--- config.mk ---
export PLATFORM = sky130hd
export DESIGN_NAME = cpubus_arb
export DESIGN_NICKNAME = d
export VERILOG_FILES = /design/src/rtl/cpubus_pkg.sv /design/src/rtl/cpubus_prio_enc.sv /design/src/rtl/cpubus_arb.sv
export SDC_FILE = /design/constraint.sdc
export NUM_CORES = 1
export LEC_CHECK = 0
export BUFFER_PORTS_ARGS = -buffer_cell sky130_fd_sc_hd__buf_2
export CORE_MARGIN = 10
export CORE_UTILIZATION = 24
export CTS_BUF_LIST = sky130_fd_sc_hd__clkbuf_8 sky130_fd_sc_hd__clkbuf_16
export DETAILED_ROUTE_END_ITERATION = 7
export PLACE_DENSITY = 0.92
export SLEW_MARGIN = 20
export SYNTH_ARGS = -nofsm -noshare
export SYNTH_HDL_FRONTEND = slang
export SYNTH_SLANG_ARGS = --single-unit
--- constraint.sdc ---
create_clock -name clk_in -period 2.57 [get_ports clk_in]
set_input_delay 0.6425 -clock clk_in [delete_from_list [all_inputs] [get_ports clk_in]]
set_output_delay 0.6425 -clock clk_in [all_outputs]
set_load 0.02 [all_outputs]
--- src/rtl/cpubus_pkg.sv ---
// ============================================================================
// cpubus_pkg : shared owner encoding helpers and priority pick for the CPU bus arbiter
// Rev 1.0
// ============================================================================
`default_nettype none

package cpubus_pkg;

   localparam int unsigned PICK_W = 32;

   // Width of an owner index able to hold 0..n-1 plus the NONE code.
   function automatic int unsigned owner_w(input int unsigned n);
      return $clog2(n + 1);
   endfunction

   // NONE is encoded as the first index past the last master.
   function automatic int unsigned owner_none(input int unsigned n);
      return n;
   endfunction

   // Highest index set in req that is also eligible; -1 when nothing qualifies.
   function automatic int prio_pick(input logic [PICK_W-1:0] req,
                                    input logic [PICK_W-1:0] elig);
      int pick;
      pick = -1;
      for (int i = 0; i < PICK_W; i++) begin
         if (req[i] && elig[i]) pick = i;
      end
      return pick;
   endfunction

endpackage

`default_nettype wire

--- src/rtl/cpubus_prio_enc.sv ---
// ============================================================================
// cpubus_prio_enc : highest-index priority encoder over an eligibility mask
// Rev 1.0
// ============================================================================
`default_nettype none

module cpubus_prio_enc
   import cpubus_pkg::*;
#(
   parameter int unsigned  W     = 3,
   parameter int unsigned  IDX_W = 2,
   parameter logic [W-1:0] ELIG  = '1
)(
   input  logic [W-1:0]     req_in,
   output logic [IDX_W-1:0] idx_out,
   output logic             valid_out
);

   int pick;

   always_comb begin
      pick      = prio_pick(PICK_W'(req_in), PICK_W'(ELIG));
      valid_out = (pick >= 0);
      idx_out   = valid_out ? IDX_W'(pick) : '0;
   end

endmodule

`default_nettype wire

--- src/rtl/cpubus_arb.sv ---
// ============================================================================
// cpubus_arb : shared CPU bus arbiter with idle-bubble handover and per-master preemption
// Rev 1.0
// ============================================================================
`default_nettype none

module cpubus_arb
   import cpubus_pkg::*;
#(
   parameter int unsigned            NUM_MASTERS  = 3,
   parameter int unsigned            NUM_SLAVES   = 4,
   parameter int unsigned            ADDR_W       = 16,
   parameter int unsigned            DATA_W       = 8,
   parameter logic [NUM_MASTERS-1:0] PREEMPT_MASK = 'b100
)(
   input  logic                                  clk_in,
   input  logic                                  nrst_in,
   input  logic [NUM_MASTERS-1:0]                m_req_in,
   input  logic [NUM_MASTERS*ADDR_W-1:0]         m_a_in,
   input  logic [NUM_MASTERS-1:0]                m_r_nw_in,
   input  logic [NUM_MASTERS*DATA_W-1:0]         m_d_in,
   output logic [NUM_MASTERS-1:0]                m_gnt_out,
   output logic [DATA_W-1:0]                     m_d_out,
   input  logic [NUM_SLAVES*DATA_W-1:0]          s_d_in,
   output logic [ADDR_W-1:0]                     bus_a_out,
   output logic                                  bus_r_nw_out,
   output logic [DATA_W-1:0]                     bus_d_out,
   output logic                                  bus_en_out,
   output logic [$clog2(NUM_MASTERS+1)-1:0]      owner_out
);

   localparam int unsigned            OWN_W      = owner_w(NUM_MASTERS);
   localparam logic [OWN_W-1:0]       OWNER_NONE = OWN_W'(owner_none(NUM_MASTERS));
   // The default master never competes for a new grant; it is the fallback.
   localparam logic [NUM_MASTERS-1:0] SEL_ELIG   = {{(NUM_MASTERS-1){1'b1}}, 1'b0};

   logic [OWN_W-1:0] owner_q, owner_d;
   logic [OWN_W-1:0] pre_idx, sel_idx;
   logic             pre_valid, sel_valid;

   cpubus_prio_enc #(
      .W     (NUM_MASTERS),
      .IDX_W (OWN_W),
      .ELIG  (PREEMPT_MASK)
   ) u_pre_enc (
      .req_in    (m_req_in),
      .idx_out   (pre_idx),
      .valid_out (pre_valid)
   );

   cpubus_prio_enc #(
      .W     (NUM_MASTERS),
      .IDX_W (OWN_W),
      .ELIG  (SEL_ELIG)
   ) u_sel_enc (
      .req_in    (m_req_in),
      .idx_out   (sel_idx),
      .valid_out (sel_valid)
   );

   always_comb begin
      owner_d = owner_q;
      if (owner_q == OWNER_NONE) begin
         owner_d = sel_valid ? sel_idx : '0;
      end else if (owner_q == '0) begin
         if (sel_valid) owner_d = OWNER_NONE;
      end else if (!m_req_in[owner_q] || (pre_valid && (pre_idx > owner_q))) begin
         owner_d = OWNER_NONE;
      end
   end

   always_ff @(posedge clk_in or negedge nrst_in) begin
      if (!nrst_in) owner_q <= '0;
      else          owner_q <= owner_d;
   end

   logic [NUM_MASTERS-1:0] gnt;
   logic [ADDR_W-1:0]      a_sel  [NUM_MASTERS];
   logic [DATA_W-1:0]      d_sel  [NUM_MASTERS];
   logic [DATA_W-1:0]      rd_sel [NUM_SLAVES];
   logic [ADDR_W-1:0]      bus_a;
   logic [DATA_W-1:0]      bus_d;
   logic [DATA_W-1:0]      rd_or;

   for (genvar i = 0; i < NUM_MASTERS; i++) begin : g_bus_mux
      assign gnt[i]   = (owner_q == OWN_W'(i));
      assign a_sel[i] = gnt[i] ? m_a_in[i*ADDR_W +: ADDR_W] : '0;
      assign d_sel[i] = gnt[i] ? m_d_in[i*DATA_W +: DATA_W] : '0;
   end

   // Unaddressed slaves drive zero, so a plain OR merges the read data.
   for (genvar s = 0; s < NUM_SLAVES; s++) begin : g_rd_or
      assign rd_sel[s] = s_d_in[s*DATA_W +: DATA_W];
   end

   always_comb begin
      bus_a = '0;
      bus_d = '0;
      for (int i = 0; i < NUM_MASTERS; i++) begin
         bus_a = bus_a | a_sel[i];
         bus_d = bus_d | d_sel[i];
      end
      rd_or = '0;
      for (int s = 0; s < NUM_SLAVES; s++) begin
         rd_or = rd_or | rd_sel[s];
      end
   end

   assign m_gnt_out    = gnt;
   assign bus_a_out    = bus_a;
   assign bus_d_out    = bus_d;
   assign bus_en_out   = (owner_q != OWNER_NONE);
   // A bubble presents a harmless read cycle.
   assign bus_r_nw_out = (owner_q == OWNER_NONE) | (|(gnt & m_r_nw_in));
   assign m_d_out      = rd_or;
   assign owner_out    = owner_q;

endmodule

`default_nettype wire

==> flow_summary.ini, run 1 <==
[outcome]
status = completed

[finish]
stdcell_count = 278
drive_gt1_share_pct = 66.4
diodes = 0
largest_reg_flops = 2
syn_to_final_growth_pct = 120
fin_nets = 366

[route]
wire_per_inst_um = 17.8
dr.pass1.iters = 5
ant_nets = 0
routed-via-count = 1457
vias_per_cell = 5.24
drtIter0Drc = 174
drc = 0
drt-total-wl_um = 4950

[placed_design]
hpwlAfterDp_um = 4360
port_buffers = 150
place_inst = 275
place.gp.congestion = 0.800

[timing]
grt_setup_unrepaired = no
setup_viol = 0
finalMaxSlewViolations = 0
finClkSkew_ns = 0.00135
period_share_pct = 94.2
fin_crit_ns = 2.42
worst_pin_slew_ns = 0.350
finalHoldViolCount = 0
setup_tns_ns = 0
max_freq_mhz = 413
relSlewSlack_pct = 76.7

[clock_tree]
cts-resized-gates = 0
root_buffer = clkbuf_8
numCtsBuffers = 3
path_clk_slew_ns = 0.03
clock_sinks = 2
cts_tree = yes
cts_max_path_buffers = 2
clock_latency_ns = 0.21
cts_setup_buffers = 0
postCtsHoldBufs = 0
htreeDepth = 1

[hold_path]
hp-class = in2async

[setup_path]
cp.arrival_ns = 1.78
endpoint_kind = primary output
cp_max_fo = 17
worstPathCellList = inv_1 > ha_1 > buf_4 > a222oi_1 > inv_1 > buf_2
cpMostUsedCell = inv_1
critPathRequiredTime_ns = 1.93
crit_type = reg2out
crit_path_start_kind = flip-flop
cp_slowest_cell = dfrtp_2
cp_slowest_stage_delay_ns = 0.42

[synth]
synth_top_area_cell = a222oi_1
syn-cell-area_um2 = 699
synthTopCellsByCount = inv_1, a222oi_1, or4_1
synth_flop_cell = dfrtp_1
ys.warnings.count = 0
ys_seq_area_share_pct = 7.16
synth-edff-count = 0
syn_inst = 97
yosysMostFrequentCell = inv_1
async_reset_ff_share_pct = 100
synth.area.top_cells = a222oi_1, inv_1, ha_1
ys_seq_elements = 2
yosysUniqueCellTypes = 21
syn_avg_cell_area_um2 = 7.21
synth_top_area_share_pct = 34.3
synth_nets = 214

[power_and_ir_drop]
p_leak_nw = 1.05
power.density_nw_per_um2 = 916
ir_drop_mv = 0.581

[floorplanning]
row_count = 19
pin_count = 151
die_area_um2 = 5470
die_w_um = 74.0
coreArea_um2 = 2780
die_y_um = 74.0
initial_core_util_pct = 25.1

[grt]
grt-ovfl-total = 0
grt_pass1_wl_um = 6950
groute.usage.overall_pct = 15.6
met2_usage_pct = 27.7
met3_usage_pct = 5.45
grt_use_met1_pct = 16.8
antenna_found_initial = 0
grt_most_used_layer = met2
grt_pass1_vias = 1429
grt_max_degree = 18

[run]
cap_violations = 0
==> per-stage QoR <==
| stage | setup WS [ns] | instance area (um^2) | hold WS [ns] | power (mW) | util (%) |
|---|---|---|---|---|---|
| 2_1_floorplan | 0.109 | 699 | 0.347 | 0.859 | - |
| 3_3_place_gp | 0.341 | 1500 | 0.431 | 1.28 | 53.8 |
| 3_5_place_dp | 0.312 | 1500 | 0.437 | 1.30 | 53.8 |
| 4_1_cts | 0.0778 | 1540 | 0.215 | 1.43 | 55.3 |
| 5_1_grt | 0.0445 | 1540 | 0.217 | 1.54 | 55.4 |
| 6_report | 0.149 | 1540 | 0.219 | 1.41 | 55.4 |
==> final timing paths <==
check / from / end / slack [ns] / depth (start not counted)
worst max-delay path: owner_out[0] / bus_a_out[1] / 0.15 / 6
worst min-delay path: nrst_in / owner_out[0] / 0.22 / 1
worst max register to register: owner_out[0] / owner_out[1] / 1.03 / 5
worst min register to register: owner_out[0] / owner_out[0] / 0.73 / 2
max in group asynchronous: nrst_in / owner_out[1] / 2.24 / 1
min in group clk_in: owner_out[0] / owner_out[0] / 0.73 / 2
==> power by group <==
group / total, mW / switching [mW] / internal, mW
Clock: 0.122 / 0.0233 / 0.0989
Combinational: 1.21 / 0.734 / 0.478
Sequential: 0.0770 / 0.0286 / 0.0483
==> critical path: cells and delay by family, from the launching register on <==
family | cells | cell delay, ns
adder cells (fa/ha/maj) | 1 | 0.22
buffers and inverters | 4 | 0.54
flip-flops | 1 | 0.42
AO/OA/AOI/OAI | 1 | 0.39
==> area by class of cell <==
type,instances,area (um^2)
clock buffers,3,41.3
fillers,270,1240
inverters,28,105
multi-input cells,58,507
flip-flops and latches,2,52.6
well taps,31,38.8
repair buffers,156,796
==> metal layers <==
layer / wire length (um) / vias to the layer above
met3: 878 / 7
met5: 0 / -
met1: 1570 / 630
met2: 2440 / 125
li1: - / 695
met4: 57 / 0
==> cell usage in the layout (no fill, tap or decap), types with 3 or more instances in the layout <==
master / n
nand2_1: 3
buf_4: 6
a222oi_1: 24
ha_1: 5
a21oi_1: 3
inv_1: 28
buf_2: 150
or4_1: 8
clkbuf_8: 3
==> logic make-up after synthesis <==
| kind of cell | share of synthesized area, % |
|---|---|
| buf+inv | 20.4 |
| mux | 2.15 |
| flops | 7.16 |
| simple gates | 14.8 |
| compound gates | 46.5 |
| fa+ha+maj | 8.94 |
Power figures use the tool's default switching activity.
==> run 2, diff against run 1 <==
- BUFFER_PORTS_ARGS: -buffer_cell sky130_fd_sc_hd__buf_2 -> -buffer_cell sky130_fd_sc_hd__clkbuf_2
==> flow_summary.ini, run 2 (same netlist as run 1, synthesis figures left out) <==
[outcome]
status = finished with violations
violations = design-rule violations

[route]
drtIter0Drc = 131
routed-via-count = 1465
ant_nets = 0
wire_per_inst_um = 17.8
vias_per_cell = 5.27
drt-total-wl_um = 4960
dr.pass1.iters = 8
drc = 4

[grt]
grt_pass1_wl_um = 6910
antenna_found_initial = 0
groute.usage.overall_pct = 15.5
grt_pass1_vias = 1495
grt_max_degree = 18
grt-ovfl-total = 0

[clock_tree]
numCtsBuffers = 3
root_buffer = clkbuf_8
cts_tree = yes
clock_sinks = 2
htreeDepth = 1
path_clk_slew_ns = 0.03
clock_latency_ns = 0.21
cts_max_path_buffers = 2

[setup_path]
cp_slowest_cell = dfrtp_2
cp_slowest_stage_delay_ns = 0.43
r2r_slack_ns = 1.03
cp.arrival_ns = 1.78
crit_family = buffers and inverters
r2r-end = owner_out[0]
endpoint_kind = primary output
r2r_start = owner_out[0]
cpMostUsedCell = inv_1
crit_path_start_kind = flip-flop
worstPathCellList = inv_1 > ha_1 > buf_4 > a222oi_1 > inv_1 > clkbuf_2
r2r_cells = 5
cp_max_fo = 17
critPathRequiredTime_ns = 1.93
path_buf_inv = 4
crit_type = reg2out

[timing]
finalMaxSlewViolations = 0
relSlewSlack_pct = 77.6
fin_ws_ns = 0.148
hold-worst-slack_ns = 0.222
period_share_pct = 94.2
setup_tns_ns = 0
fin_crit_ns = 2.42
grt_setup_unrepaired = no
finalHoldViolCount = 0
finClkSkew_ns = 0.000688
worst_pin_slew_ns = 0.337
setup_viol = 0
max_freq_mhz = 413

[floorplanning]
row_count = 19
initial_core_util_pct = 25.1
die_area_um2 = 5470
pin_count = 151
coreArea_um2 = 2780
die_w_um = 74.0
die_y_um = 74.0

[placed_design]
place.gp.congestion = 0.781
detailed_place.area_um2 = 1500
dp_slack_ns = 0.275
hpwlAfterDp_um = 4410
place_inst = 275
port_buffers = 150

[power_and_ir_drop]
p_leak_nw = 1.07
ir_drop_mv = 0.511
power.density_nw_per_um2 = 923

[finish]
largest_reg_flops = 2
diodes = 0
fin_nets = 366
drive_gt1_share_pct = 66.4
final_cell_mix = clkbuf_2, inv_1, a222oi_1, or4_1, buf_4
syn_to_final_growth_pct = 120
final_common_cell = clkbuf_2
n_fill_cell = 271
stdcell_count = 278
final_area_um2 = 1540

[run]
cap_violations = 0

[hold_path]
hp-class = in2async
run 2: area by class of cell:
cell class	count	area (um^2)	area share (%)
Sequential cell	2	52.6	3.41
Multi-Input combinational cell	58	507	32.9
Inverter	28	105	6.82
Clock buffer	3	41.3	2.68
Timing Repair Buffer	156	796	51.7
Tap cell	31	38.8	2.52
run 2: repair_timing:
item,in CTS,in global routing
buffers inserted,0,0
hold buffers,0,0
endpoints found under the setup margin,0,11
gates resized for setup,0,2
run 2: worst max path at each step:
| stage | start | cells after the start | end |
|---|---|---|---|
| 5_1_grt | owner_out[0] | 6 | bus_d_out[5] |
| 3_5_place_dp | owner_out[0] | 6 | bus_d_out[6] |
| 6_report | owner_out[0] | 6 | bus_d_out[6] |
| 2_1_floorplan | owner_out[0] | 6 | bus_a_out[13] |
| 3_3_place_gp | owner_out[0] | 6 | bus_d_out[6] |
| 4_1_cts | owner_out[0] | 6 | bus_d_out[6] |
run 2: per-layer routing:
layer	wire length [um]	share of wire, %	up-vias	GRT usage, %
met5	0	0	-	0
met4	56	1.1	0	5.59
met3	781	16	6	6.91
met2	2600	52	111	28.2
met1	1520	31	658	15.0
li1	-	-	690	-
run 2: worst reg2reg max path: cells and delay by family (launching register included):
| kind | cells | cell delay (ns) |
|---|---|---|
| buffers and inverters | 1 | 0.11 |
| adders and majority gates | 1 | 0.33 |
| AOI/OAI and AO/OA | 2 | 0.38 |
| and+or+nand+nor | 1 | 0.17 |
| DFF | 1 | 0.43 |
run 2: where the power goes:
part / internal (mW) / switching [mW] / total, mW
clock network: 0.0988 / 0.0226 / 0.121
logic: 0.474 / 0.746 / 1.22
registers: 0.0483 / 0.0315 / 0.0799
run 2: through the flow:
stage / power (mW) / util (%)
2_1_floorplan: 0.859 / -
3_3_place_gp: 1.29 / 53.8
3_5_place_dp: 1.31 / 53.8
4_1_cts: 1.44 / 55.3
5_1_grt: 1.55 / 55.4
6_report: 1.42 / 55.4
==> run 3, diff against run 2 <==
- SETUP_SLACK_MARGIN: not set -> 0.3
==> flow_summary.ini, run 3 (same netlist as run 1, synthesis figures left out) <==
[grt]
grt_pass1_wl_um = 7670
grt-ovfl-total = 0
grt_max_degree = 27
antenna_found_initial = 0
grt_pass1_vias = 1578
groute.usage.overall_pct = 17.1

[placed_design]
hpwlAfterDp_um = 4410
place_inst = 272
place.gp.congestion = 0.836
dp_slack_ns = 0.364
port_buffers = 150

[finish]
final_common_cell = clkbuf_2
fin_nets = 375
syn_to_final_growth_pct = 153
layout.area.seq_um2 = 52.6
n_fill_cell = 231
stdcell_count = 287
largest_reg_flops = 2
diodes = 0
drive_gt1_share_pct = 69.1
final_cell_mix = clkbuf_2, inv_1, a222oi_1, buf_6, buf_4
multi_input_comb_area_um2 = 532

[floorplanning]
pin_count = 151
die_area_um2 = 5470
die_w_um = 74.0
row_count = 19
coreArea_um2 = 2780
initial_core_util_pct = 25.1
die_y_um = 74.0

[timing]
relSlewSlack_pct = 78.5
grt_setup_unrepaired = yes
max_freq_mhz = 442
setup_tns_ns = 0
finalMaxSlewViolations = 0
setup_viol = 0
worst_pin_slew_ns = 0.322
period_share_pct = 88.1
hold-worst-slack_ns = 0.219
fin_crit_ns = 2.26
finalHoldViolCount = 0
finClkSkew_ns = 0.00131
fin_ws_ns = 0.306

[power_and_ir_drop]
ir_drop_mv = 0.693
p_leak_nw = 1.15
power.density_nw_per_um2 = 986
total_power_mw = 1.74

[route]
top_layer = met4
routed-via-count = 1521
wire_per_inst_um = 18.9
route.met2.wl_um = 2880
drt-total-wl_um = 5430
drtIter0Drc = 131
m1WireLength_um = 1680
ant_nets = 0
wl_met3_um = 813
dr.pass1.iters = 8
vias_per_cell = 5.30
drc = 0

[outcome]
status = completed

[setup_path]
crit_type = reg2out
critPathRequiredTime_ns = 1.93
endpoint_kind = primary output
cp.arrival_ns = 1.62
crit_path_start_kind = flip-flop
cp_max_fo = 13

[clock_tree]
path_clk_slew_ns = 0.03
cts_max_path_buffers = 2
cts_tree = yes
root_buffer = clkbuf_8
numCtsBuffers = 3
clock_latency_ns = 0.21
clock_sinks = 2
htreeDepth = 1

[hold_path]
hp-class = in2async

[run]
cap_violations = 0
==> run 3: routing by layer <==
| metal | up-vias | track usage [%] |
|---|---|---|
| met2 | 121 | 32.2 |
| met3 | 6 | 5.45 |
| li1 | 708 | - |
| met5 | - | 0 |
| met4 | 0 | 4.97 |
| met1 | 686 | 17.4 |
==> run 3: critical path: stages (launching register included) <==
cell and delay (ns):
dfrtp_2 0.41, buf_6 0.12, ha_4 0.19, buf_8 0.16, a222oi_1 0.28, inv_1 0.08
buf_4 0.16
==> run 3: metrics by stage <==
step	area [um^2]	utilization, %
2_1_floorplan	711	-
3_3_place_gp	1480	53.3
3_5_place_dp	1480	53.3
4_1_cts	1610	57.8
5_1_grt	1770	63.6
6_report	1770	63.6
==> run 3: report_power, final <==
part / internal (mW) / switching, mW
clock: 0.0989 / 0.0238
sequential: 0.0483 / 0.0152
combinational: 0.722 / 0.834
==> run 3: timing repair <==
item / in CTS / in global routing
buffers inserted: 7 / 5
pin swaps: 2 / 25
setup endpoints to repair: 25 / 24
hold buffers: 0 / 0
gates resized for setup: 3 / 60
==> run 3: path summary, 6_finish.rpt <==
check	from	depth (start not counted)	to	slack, ns
setup / recovery	owner_out[1]	6	bus_a_out[5]	0.31
hold / removal	nrst_in	1	owner_out[1]	0.22
setup reg to reg	owner_out[0]	5	owner_out[0]	1.18
hold reg to reg	owner_out[0]	3	owner_out[0]	0.75
max in group asynchronous	nrst_in	1	owner_out[0]	2.23
min in group clk_in	owner_out[0]	3	owner_out[0]	0.75
==> run 3: final cells by class <==
cell class              count  area share (%)
flip-flops and latches      2            2.97
inverters                  28            6.09
repair buffers            165            56.3
well taps                  31            2.19
multi-input cells          58            30.1
clock buffers               3            2.34
